**src/rtl/pick_fifo_rr_drain_if.sv**
```systemverilog
// Bundle between the pick FIFO bank and the drain scheduler, plus the
// downstream valid/ready channel carrying the selected word and its source.
interface pick_fifo_rr_drain_if #(
  parameter int N_SRC = 4,
  parameter int WIDTH = 8
);
  localparam int SRC_W = $clog2(N_SRC);

  logic [N_SRC-1:0]       fifo_empty;
  logic [N_SRC*WIDTH-1:0] fifo_data;
  logic [N_SRC-1:0]       fifo_read;
  logic [WIDTH-1:0]       out_data;
  logic                   out_valid;
  logic                   out_ready;
  logic [SRC_W-1:0]       out_src;

  modport master (
    input  fifo_empty, fifo_data, out_ready,
    output fifo_read, out_data, out_valid, out_src
  );

  modport slave (
    output fifo_empty, fifo_data, out_ready,
    input  fifo_read, out_data, out_valid, out_src
  );
endinterface

```
**src/rtl/pick_fifo_rr_drain.sv**
```systemverilog
// Round-robin drain scheduler: pops one eligible FIFO head per load cycle,
// staying on a source for up to BURST words, into a registered output stage.
module pick_fifo_rr_drain #(
  parameter int N_SRC = 4,
  parameter int WIDTH = 8,
  parameter int BURST = 4
) (
  input  logic                ck,
  input  logic                reset,
  input  logic                enable,
  input  logic [N_SRC-1:0]    src_mask,
  pick_fifo_rr_drain_if.master bus,
  output logic                busy
);
  localparam int SRC_W = $clog2(N_SRC);
  localparam int CNT_W = $clog2(BURST + 1);

  localparam logic [0:0] ST_IDLE = 1'b0;
  localparam logic [0:0] ST_SEND = 1'b1;

  localparam logic [SRC_W-1:0] SRC_LAST  = SRC_W'(N_SRC - 1);
  localparam logic [CNT_W-1:0] BURST_MAX = CNT_W'(BURST);

  // Explicit compare-and-wrap keeps the pointer correct for non-power-of-2 N_SRC.
  function automatic logic [SRC_W-1:0] next_idx(input logic [SRC_W-1:0] idx);
    return (idx == SRC_LAST) ? {SRC_W{1'b0}} : idx + SRC_W'(1);
  endfunction

  logic [0:0]       state_q,     state_d;
  logic [WIDTH-1:0] out_data_q,  out_data_d;
  logic [SRC_W-1:0] out_src_q,   out_src_d;
  logic             out_valid_q, out_valid_d;
  logic             busy_q,      busy_d;
  logic [SRC_W-1:0] ptr_q,       ptr_d;
  logic [CNT_W-1:0] burst_q,     burst_d;

  logic [N_SRC-1:0] elig_s;
  logic             win_found_s;
  logic [SRC_W-1:0] win_idx_s;
  logic [SRC_W-1:0] scan_s;
  logic             take_s;
  logic             load_s;
  logic [SRC_W-1:0] load_idx_s;
  logic [N_SRC-1:0] fifo_read_s;

  // Winner search: first eligible source starting at ptr, wrapping around.
  always_comb begin
    elig_s      = ~bus.fifo_empty & src_mask;
    win_found_s = 1'b0;
    win_idx_s   = ptr_q;
    scan_s      = ptr_q;
    take_s      = 1'b0;
    for (int k = 0; k < N_SRC; k++) begin
      take_s      = ~win_found_s & elig_s[scan_s];
      win_idx_s   = take_s ? scan_s : win_idx_s;
      win_found_s = win_found_s | take_s;
      scan_s      = next_idx(scan_s);
    end
  end

  // Next-state: decide whether this cycle loads a word, and from which source.
  always_comb begin
    state_d     = state_q;
    out_data_d  = out_data_q;
    out_src_d   = out_src_q;
    out_valid_d = out_valid_q;
    ptr_d       = ptr_q;
    burst_d     = burst_q;
    load_s      = 1'b0;
    load_idx_s  = win_idx_s;

    case (state_q)
      ST_IDLE: begin
        if (enable && win_found_s) begin
          load_s      = 1'b1;
          burst_d     = CNT_W'(1);
          ptr_d       = next_idx(win_idx_s);
          state_d     = ST_SEND;
          out_valid_d = 1'b1;
        end else begin
          state_d     = ST_IDLE;
          out_valid_d = 1'b0;
        end
      end
      ST_SEND: begin
        if (!bus.out_ready) begin
          state_d = ST_SEND;
        end else if (enable && (burst_q < BURST_MAX) && elig_s[out_src_q]) begin
          load_s     = 1'b1;
          load_idx_s = out_src_q;
          burst_d    = burst_q + CNT_W'(1);
        end else if (enable && win_found_s) begin
          // Burst exhausted or source dried up: re-arbitrate without a bubble.
          load_s  = 1'b1;
          burst_d = CNT_W'(1);
          ptr_d   = next_idx(win_idx_s);
        end else begin
          out_valid_d = 1'b0;
          state_d     = ST_IDLE;
        end
      end
      default: begin
        state_d     = ST_IDLE;
        out_valid_d = 1'b0;
      end
    endcase

    if (load_s) begin
      out_data_d = bus.fifo_data[load_idx_s*WIDTH +: WIDTH];
      out_src_d  = load_idx_s;
    end else begin
      out_data_d = out_data_d;
    end

    busy_d = (state_d == ST_SEND);
  end

  // Read pulse is combinational and suppressed while reset is held low.
  always_comb begin
    fifo_read_s = {N_SRC{1'b0}};
    if (load_s && reset) begin
      fifo_read_s[load_idx_s] = 1'b1;
    end else begin
      fifo_read_s = {N_SRC{1'b0}};
    end
  end

  // State and output registers with synchronous active-low reset.
  always_ff @(posedge ck) begin
    if (!reset) begin
      state_q     <= ST_IDLE;
      out_data_q  <= {WIDTH{1'b0}};
      out_src_q   <= {SRC_W{1'b0}};
      out_valid_q <= 1'b0;
      busy_q      <= 1'b0;
      ptr_q       <= {SRC_W{1'b0}};
      burst_q     <= {CNT_W{1'b0}};
    end else begin
      state_q     <= state_d;
      out_data_q  <= out_data_d;
      out_src_q   <= out_src_d;
      out_valid_q <= out_valid_d;
      busy_q      <= busy_d;
      ptr_q       <= ptr_d;
      burst_q     <= burst_d;
    end
  end

  assign bus.fifo_read = fifo_read_s;
  assign bus.out_data  = out_data_q;
  assign bus.out_src   = out_src_q;
  assign bus.out_valid = out_valid_q;
  assign busy          = busy_q;
endmodule

```
**src/flat_wrapper.sv**
```systemverilog
// flat-port wrapper written by rule: the top's interface ports become plain ports
module pick_fifo_rr_drain_flat 
#(
  parameter int N_SRC = 4,
  parameter int WIDTH = 8,
  parameter int BURST = 4
)
  (ck, reset, enable, src_mask, busy, bus_fifo_empty, bus_fifo_data, bus_out_ready, bus_fifo_read, bus_out_data, bus_out_valid, bus_out_src);
  pick_fifo_rr_drain_if #(.N_SRC(N_SRC), .WIDTH(WIDTH)) bus_i ();
  input  logic ck;
  input  logic reset;
  input  logic enable;
  input  logic [N_SRC-1:0] src_mask;
  output logic busy;
  input wire logic [$bits(bus_i.fifo_empty)-1:0] bus_fifo_empty;
  input wire logic [$bits(bus_i.fifo_data)-1:0] bus_fifo_data;
  input wire logic [$bits(bus_i.out_ready)-1:0] bus_out_ready;
  output wire logic [$bits(bus_i.fifo_read)-1:0] bus_fifo_read;
  output wire logic [$bits(bus_i.out_data)-1:0] bus_out_data;
  output wire logic [$bits(bus_i.out_valid)-1:0] bus_out_valid;
  output wire logic [$bits(bus_i.out_src)-1:0] bus_out_src;
  assign bus_i.fifo_empty = bus_fifo_empty;
  assign bus_i.fifo_data = bus_fifo_data;
  assign bus_i.out_ready = bus_out_ready;
  assign bus_fifo_read = bus_i.fifo_read;
  assign bus_out_data = bus_i.out_data;
  assign bus_out_valid = bus_i.out_valid;
  assign bus_out_src = bus_i.out_src;
  pick_fifo_rr_drain #(.N_SRC(N_SRC), .WIDTH(WIDTH), .BURST(BURST)) u_core (.ck(ck), .reset(reset), .enable(enable), .src_mask(src_mask), .bus(bus_i), .busy(busy));
endmodule
```
**config.mk**
```make
export PLATFORM = sky130hd
export DESIGN_NAME = pick_fifo_rr_drain_flat
export DESIGN_NICKNAME = d
export VERILOG_FILES = /design/src/rtl/pick_fifo_rr_drain_if.sv /design/src/rtl/pick_fifo_rr_drain.sv /design/src/flat_wrapper.sv
export SDC_FILE = /design/constraint.sdc
export NUM_CORES = 1
export LEC_CHECK = 0
export CORE_MARGIN = 4
export CORE_UTILIZATION = 50
export DETAILED_ROUTE_END_ITERATION = 10
export GPL_TIMING_DRIVEN = 0
export PLACE_DENSITY_LB_ADDON = 0.08
export RECOVER_POWER = 25
export SLEW_MARGIN = 40
export SYNTH_ARGS = -nofsm -noshare
export SYNTH_HDL_FRONTEND = slang
export SYNTH_SLANG_ARGS = --single-unit
```
**constraint.sdc**
```tcl
create_clock -name ck -period 7.8 [get_ports ck]
set_clock_uncertainty 0.2 [all_clocks]
set_input_delay 1.56 -clock ck [delete_from_list [all_inputs] [get_ports ck]]
set_output_delay 1.56 -clock ck [all_outputs]
set_load 0.05 [all_outputs]
```
# Word level (Yosys, flattened, before mapping)
# Index checks and enable logic that the tools add are counted.
# op_classes
addsub	5
n_lt_le_gt_ge	8
n_eq_ne	7
shift	1
n_mux	41
n_bitwise	12
n_reduce_logical	7
# ops
operator	n
$shiftx 32x6->8	1
$mux 2	13
$lt 2x3->1 const B	6
$mux 1	13
$bmux 1 s2	5
$mux 3	3
$add 2x1->2 const B	4
$eq 2x2->1 const B	4
$ne 2x2->1 const B	3
$pmux 1 s2	3
$pmux 3 s2	1
$logic_and 1x1->1	5
$and 4x4->4	1
$mux 4	1
$not 1->1	4
$not 4->4	1
$pmux 2 s2	1
$add 3x1->3 const B	1
$and 1x1->1	3
$lt 3x3->1 const B	1
$or 1x1->1	3
$reduce_and 3->1	1
$demux 1 s2	1
$ge 2x1->1 const B	1
$reduce_and 2->1	1
# word_totals
regBits	17
in_bits	44
output_inout_bits	16
elab_cells	87

# Longest topological paths before layout
# Gate-level depths: netlist of the first run.
# depth
word_depth	21
ltp_mapped	12

# Worst setup path after synthesis of the first run
# No wires, ideal clock.
# synth_path
kind	input -> output
startpoint	input port bus_fifo_empty[1]
endpoint	output port bus_fifo_read[3]
arrival_time_ns	3.922
path_slack_ns	2.118
stages	10
path_buffers	3
path_cell_list	nand2b_1 -> buf_2 -> mux4_2 -> nor3b_2 -> and3_1 -> buf_4 -> or3_4 -> buf_4 -> nand2_1 -> a21oi_1
# synth_between
elab_chain_len	21
# synth_rtl
element	line	source
from (decl)	flat_wrapper.sv:15	input wire logic [$bits(bus_i.fifo_empty)-1:0] bus_fifo_empty;
$not 4->4 *	pick_fifo_rr_drain.sv:48	elig_s = ~bus.fifo_empty & src_mask;
$and 4x4->4 *	pick_fifo_rr_drain.sv:48	
$bmux 1 s2	pick_fifo_rr_drain.sv:54	take_s = ~win_found_s & elig_s[scan_s];
$mux 1 (not written as such)	pick_fifo_rr_drain.sv:54	
$not 1->1	pick_fifo_rr_drain.sv:54	
$and 1x1->1	pick_fifo_rr_drain.sv:54	
$or 1x1->1	pick_fifo_rr_drain.sv:56	win_found_s = win_found_s | take_s;
$not 1->1	pick_fifo_rr_drain.sv:54	
(+5 left out)	--	
$mux 2	pick_fifo_rr_drain.sv:88	end else if (enable && (burst_q < BURST_MAX) && elig_s[out_src_q]) begin
$mux 2	pick_fifo_rr_drain.sv:86	if (!bus.out_ready) begin
$mux 2	pick_fifo_rr_drain.sv:72	case (state_q)
$lt 2x3->1 (not written as such) / $ge 2x1->1 (equally long branches)	pick_fifo_rr_drain.sv:122	fifo_read_s[load_idx_s] = 1'b1;
$logic_and 1x1->1 (not written as such)	pick_fifo_rr_drain.sv:122	
$mux 1 (not written as such)	pick_fifo_rr_drain.sv:122	
$demux 1 s2	--	
$mux 4 *	pick_fifo_rr_drain.sv:121	if (load_s && reset) begin
to (decl)	flat_wrapper.sv:18	output wire logic [$bits(bus_i.fifo_read)-1:0] bus_fifo_read;
# Mark *: on every way between the ends. The rest lies on a longest branch, timed or not. The select of a mux whose other input is x is not followed.

# Final worst setup path of the first run
# Same ends and word-level chain as after synthesis.

==> results by group, run 1 <==
STA
  • Post-route minimum period: between 6000 and 7000 ps
  • Final setup fails: 0
  • Rel. slew slack: between 50% and 60%
  • Final Hold Vio Count: 0
  • Setup TNS Final: 0 ps
  • Final Slew Violations: 0
  • Fin crit share: 84.78%
  • Slew @ Worst Pin: about 630 ps
  • Max Freq: about 150 MHz
  • Worst hold slack: 274.1 ps
  • RSZ-0062 raised after global routing: no

Yosys
  • Register area share after synthesis: 19.37%
  • Top area cells in the synthesized netlist: dfxtp_1 19%, mux4_2 13%, mux2i_1 4.6%
  • Net count after synthesis: between 200 and 250
  • Commonest cells in the netlist: 17 x dfxtp_1, 16 x nand2_1, 14 x a21oi_1
  • FFs w/ async S/R, synth: 0%
  • Main flop type after synthesis: dfxtp_1
  • #FFs+latches synth: 17
  • YS warnings: 0
  • Top-count cell post-synth: dfxtp_1
  • Avg Cell Area, Syn: 8.654 µm²
  • Number of enable flip-flop cells after synthesis: 0
  • Distinct cells, synth: 45
  • Cell Area, Synth: between 1500 and 2000 µm²
  • Mapped Cells: 203
  • Area leader, netlist: dfxtp_1
  • Synth top area share: roughly a fifth

Die
  • IO Pins: 60
  • Row cnt: 21
  • Die ar.: 4526 µm²
  • Core area: between 3000 and 4000 µm²
  • Die height: between 60 and 70 µm
  • Starting Density: 52.23%
  • Die W: between 60 and 70 µm

Outcome
  • Status: finished clean

CTS
  • Worst-path clk slew: 120 ps
  • # clock sinks: 17
  • CTS HTree Levels: 1
  • Skew-Pair Late Insertion Delay: 300 ps
  • CTS buffer count: 3
  • Max clock buf depth: 2
  • # hold bufs at CTS: 0
  • CTS tree: yes
  • Root Buffer: clkbuf_4
  • Resized Gates After CTS: 0
  • Postcts setup bufs: 0

Power
  • Leakage: between 0.9 and 1 nW
  • Max VDD drop: around 0.18 mV
  • Cell area power density: about 280 nW/µm²
  • Total power: slightly below 0.0007 W

Critical path
  • CP arrival: around 4900 ps
  • Crit-path max cell delay: roughly 840 ps
  • Reg2Reg Setup Slack: around 4800 ps
  • Worst path slowest cell: clkdlybuf4s50_1
  • Crit end category: output pin
  • FF-to-FF End: u_core.bus.out_data[6]$_SDFFE_PN0P_
  • CP Cell Sequence: clkdlybuf4s50_1 > nand2b_1 > buf_2 > mux2i_1 > o32ai_1 > o2111ai_1 > and2_1 > buf_2 > nor2_2 > nand2_1 > a21oi_1 > clkdlybuf4s50_1
  • Crit path max-delay family: buffers and inverters
  • Worst Reg-to-Reg Cells: 11
  • Crit path kind: in -> out
  • Reg2reg start: u_core.ptr_q[1]$_SDFFE_PN0P_
  • CP Max Fanout: 10
  • CP Launch Type: input port
  • CP required: 6040 ps
  • CP bufs+invs: 4

Cells and area
  • Multi-input logic area: between 1000 and 1500 µm²
  • Final #Nets: between 300 and 400
  • Share of cells above drive strength 1: between 15 and 20%
  • Area growth from synthesis to layout: 38.75%
  • FF+latch area: ~340 µm²
  • Fill cells: 280
  • Finished Layout Cells: between 300 and 400
  • ANT cells: 0

Route
  • Via count: 1872
  • Metal2 WL: ~2.5 mm
  • Drt via density: around 6
  • Met3 wire length: ~300 µm
  • Starting DRT DRC Count: roughly 190
  • DRT Pass-1 Iters: 4
  • M1 WL: ~2.2 mm
  • DRT antenna net count: 0
  • Top sig layer: met4
  • Remaining DRCs: 0
  • DRT Wirelength: around 5.0 mm
  • Per-cell routed wire length: 15.95 µm

Global route
  • Initial antenna violation count: 0
  • Remaining global-route overflow: 0
  • GRT Total Usage: a little under a quarter
  • Vias in the first global route: ~1800
  • First-pass GRT wire length: about 8.4 mm
  • Largest net degree at the start of global routing: 11

Place
  • Placed Cells incl. Taps: 308
  • HPWL Detailed: 3.804 mm
  • Gpl congestion: between 0.8 and 0.9
  • Input/output buffers: a little under 60

Hold path
  • Min-delay worst type: reg -> reg
  • Worst hold path endpoint: u_core.bus.out_valid$_SDFFE_PN0P_
  • Hold_sp: u_core.bus.out_valid$_SDFFE_PN0P_
  • WHS Path Cells: 1

Flow run
  • Max_cap viols: 0
==> worst max path at each step <==
| stage | depth (start not counted) | startpoint | end | slack, ps |
|---|---|---|---|---|
| floorplan | 10 | bus_fifo_empty[1] | bus_fifo_read[3] | 2120 |
| global placement | 12 | bus_fifo_empty[1] | bus_fifo_read[3] | 1240 |
| detailed placement | 12 | bus_fifo_empty[1] | bus_fifo_read[3] | 1210 |
| CTS | 12 | bus_fifo_empty[1] | bus_fifo_read[3] | 1200 |
| global route | 12 | bus_fifo_empty[1] | bus_fifo_read[3] | 920 |
| finish | 12 | bus_fifo_empty[1] | bus_fifo_read[3] | 1190 |
==> power by group <==
part           switching, W  internal [W]   total, W  leakage [nW]
registers         0.0000182      0.000112   0.000130         0.140
clock network     0.0000306     0.0000191  0.0000497        0.0177
logic              0.000286      0.000214   0.000500         0.807
==> worst register-to-register path: stages, from the launching register on <==
cell	delay, ps
dfxtp_1	380
ha_1	240
or2_1	220
buf_4	170
mux2i_1	120
o32ai_1	250
o2111ai_1	230
and2_1	210
buf_2	190
nor2_2	390
a22oi_1	180
a21oi_1	160
==> per-layer routing <==
metal,track usage [%],vias up
li1,-,917
met1,31.42,883
met2,40.61,68
met3,2.995,4
met4,6.329,0
met5,0,-
==> stage by stage <==
step	worst slack (ps)	util [%]	cell area, µm²
floorplan	2118	-	1757
CTS	1198	72.32	2432
global placement	1240	71.50	2405
detailed placement	1215	71.50	2405
finish	1187	72.47	2437
global route	924.4	72.47	2437
==> final cells by class <==
type,count,area share (%)
buffer,17,4.158
tap,46,2.361
multi-input combinational,165,53.54
timing repair buffer,59,24.23
inverter,4,0.6160
sequential,17,13.96
clock inverter,1,0.2053
clock buffer,3,0.9240
==> cell usage in the layout (no fill, tap or decap), drive strengths merged, types with 2 or more instances in the layout <==
master	netlist	routed
clkdlybuf4s50	0	51
dfxtp	17	17
nand2	16	16
a21oi	14	14
o21ai	14	14
mux4	10	10
clkbuf	7	10
nor2	10	10
buf	10	10
o21a	9	9
a21boi	9	9
mux2i	8	8
and3	8	8
o22ai	8	8
dlygate4sd3	0	8
a31o	7	7
a31oi	7	7
nand3	5	5
nor2b	5	5
nand2b	4	4
inv	4	4
a22oi	4	4
o211a	4	4
o32ai	3	3
or2	2	2
ha	2	2
mux2	2	2
==> cell families after synthesis <==
| kind of cell | count (synthesis) | share of synthesized area (%) |
|---|---|---|
| compound gates | 87 | 34.97 |
| xor+xnor | 1 | 0.4987 |
| fa+ha+maj | 2 | 1.424 |
| buf+inv | 21 | 6.624 |
| mux | 20 | 18.87 |
| flops | 17 | 19.37 |
| simple gates | 55 | 18.23 |
==> registers in the layout, indices dropped and copies added, names as in the netlist <==
register and cells:
u_core.bus.out_data 8, u_core.burst_q 3, u_core.bus.out_src 2, u_core.ptr_q 2, u_core.bus.out_valid 1, u_core.state_q 1
(Power assumes the default switching activity.)
==> inputs of run 2 (changes only) <==
--- a/config.mk
+++ b/config.mk
@@ -6,7 +6,7 @@
 export NUM_CORES = 1
 export LEC_CHECK = 0
 export CORE_MARGIN = 4
-export CORE_UTILIZATION = 50
+export CORE_UTILIZATION = 42
 export DETAILED_ROUTE_END_ITERATION = 10
 export GPL_TIMING_DRIVEN = 0
 export PLACE_DENSITY_LB_ADDON = 0.08
==> constraint.sdc (replaced) <==
create_clock -name ck -period 5.4 [get_ports ck]
set_clock_uncertainty 0.2 [all_clocks]
set_input_delay 1.08 -clock ck [delete_from_list [all_inputs] [get_ports ck]]
set_output_delay 1.08 -clock ck [all_outputs]
set_load 0.05 [all_outputs]
==> results by group, run 2 (synthesis gave the netlist of run 1 again) <==
Critical path
  • Crit path max-delay family: buffers and inverters
  • Reg2Reg Setup Slack: about 2400 ps
  • CP bufs+invs: 4
  • CP Max Fanout: 10
  • CP arrival: 3910 ps
  • Crit path kind: in -> out
  • Crit-path most repeated cell: buf_2
  • CP Launch Type: input port
  • CP Cell Sequence: clkdlybuf4s50_1 > nand2b_1 > buf_2 > mux2i_1 > o32ai_1 > o2111ai_1 > and2_1 > buf_2 > nor2_2 > a22oi_1 > nor2_1 > clkbuf_2
  • Crit-path max cell delay: roughly 520 ps
  • Worst path slowest cell: clkdlybuf4s50_1
  • CP required: 4120 ps
  • Crit end category: output pin

Die
  • IO Pins: 60
  • Starting Density: between 40% and 50%
  • Core area: 4029 µm²
  • Die W: about 73 µm
  • Die height: ~73 µm
  • Row cnt: 23
  • Die ar.: around 5300 µm²

Power
  • Max VDD drop: 0.1999 mV
  • Int Pwr: just over 0.0005 W
  • Switching Power: 0.0004841 W
  • Clk pwr share: 9.6%
  • Cell area power density: ~410 nW/µm²
  • Comb pwr share: a little under three quarters
  • Total power: about 0.0010 W
  • Sequential share of power: around a fifth
  • Switching part of the total: 48.29%
  • Leakage: between 0.9 and 1 nW

CTS
  • Root Buffer: clkbuf_8
  • CTS HTree Levels: 1
  • Skew-Pair Late Insertion Delay: 250 ps
  • CTS tree: yes
  • # clock sinks: 17
  • Worst-path clk slew: ~60 ps
  • # hold bufs at CTS: 0
  • Max clock buf depth: 2
  • CTS buffer count: 3

Route
  • Via count: about 1900
  • Per-cell routed wire length: roughly 16 µm
  • DRT Pass-1 Iters: 5
  • DRT Wirelength: roughly 5.2 mm
  • DRT antenna net count: 0
  • Drt via density: 5.867
  • Starting DRT DRC Count: 94
  • Remaining DRCs: 0

STA
  • Worst hold slack: around 260 ps
  • Slew @ Worst Pin: 762.5 ps
  • Final setup fails: 0
  • Post-route minimum period: ~5200 ps
  • Final Hold Vio Count: 0
  • RSZ-0062 raised after global routing: no
  • Rel. slew slack: 48.78%
  • Setup TNS Final: 0 ps
  • Max Freq: 192.7 MHz
  • Fin crit share: a little over nine tenths
  • Final Slew Violations: 0

Cells and area
  • Fill cells: ~390
  • Share of cells above drive strength 1: between 10% and 20%
  • Finished Layout Cells: between 300 and 400
  • ANT cells: 0
  • Final Util: about three fifths
  • Commonest non-fill, non-tap cell in the layout: clkdlybuf4s50_1
  • Commonest cells after routing, fill and taps aside: 47 x clkdlybuf4s50_1, 17 x dfxtp_1, 16 x nand2_1
  • Final #Nets: around 310
  • Max FFs per register: 8
  • Area growth from synthesis to layout: 38.60%

Global route
  • Largest net degree at the start of global routing: 11
  • Initial antenna violation count: 0
  • Vias in the first global route: about 1800
  • Remaining global-route overflow: 0
  • First-pass GRT wire length: between 8 and 9 mm
  • GRT Total Usage: roughly a fifth

Hold path
  • Min-delay worst type: reg -> reg

Place
  • Placed Cells incl. Taps: 312
  • HPWL Detailed: between 4 and 5 mm
  • Input/output buffers: just under 60
  • Gpl congestion: about 0.82

Flow run
  • Max_cap viols: 0

Outcome
  • Status: finished clean
run 2: power groups by stage:
stage	clock, W	combinational [W]	sequential, W
2_1_floorplan	0	0.000434	0.000287
3_3_place_gp	0	0.000721	0.000191
3_5_place_dp	0	0.000726	0.000191
4_1_cts	0.0000988	0.000727	0.000189
5_1_grt	0.000104	0.000773	0.000193
6_report	0.0000961	0.000719	0.000187
run 2: metrics by stage:
stage               area, µm²  worst slack, ps
finish                   2435            209.9
global route             2435            46.47
CTS                      2451            19.00
detailed placement       2410           -299.4
global placement         2410           -246.5
floorplan                1757            677.9
run 2: worst paths after layout:
check                                         start                                  end  cells past startpoint
hold / removal    u_core.bus.out_valid$_SDFFE_PN0P_    u_core.bus.out_valid$_SDFFE_PN0P_                      1
hold reg to reg   u_core.bus.out_valid$_SDFFE_PN0P_    u_core.bus.out_valid$_SDFFE_PN0P_                      1
setup reg to reg       u_core.ptr_q[1]$_SDFFE_PN0P_  u_core.bus.out_data[6]$_SDFFE_PN0P_                     11
setup / recovery                  bus_fifo_empty[1]                     bus_fifo_read[2]                     12
run 2: area by class of cell:
type / instances / area, µm² / share of cell area [%]
Buffer: 17 / 101.3 / 4.162
Inverter: 4 / 15.01 / 0.6166
Tap cell: 50 / 62.56 / 2.569
Timing Repair Buffer: 59 / 570.5 / 23.43
Clock buffer: 4 / 45.04 / 1.850
Sequential cell: 17 / 340.3 / 13.98
Multi-Input combinational cell: 165 / 1300 / 53.39
run 2: routing by layer:
layer  wire, µm  vias to the layer above  track usage (%)
met5          0                        -                0
met4         37                        0            4.508
met3        358                        4            4.270
met2       2522                       71            33.57
met1       2237                      868            26.51
li1           -                      911                -
run 2: repair_timing:
item / CTS / global route
gates resized for setup: 5 / 7
buffers inserted: 0 / 0
pin swaps: 0 / 0
endpoints found under the setup margin: 4 / 4
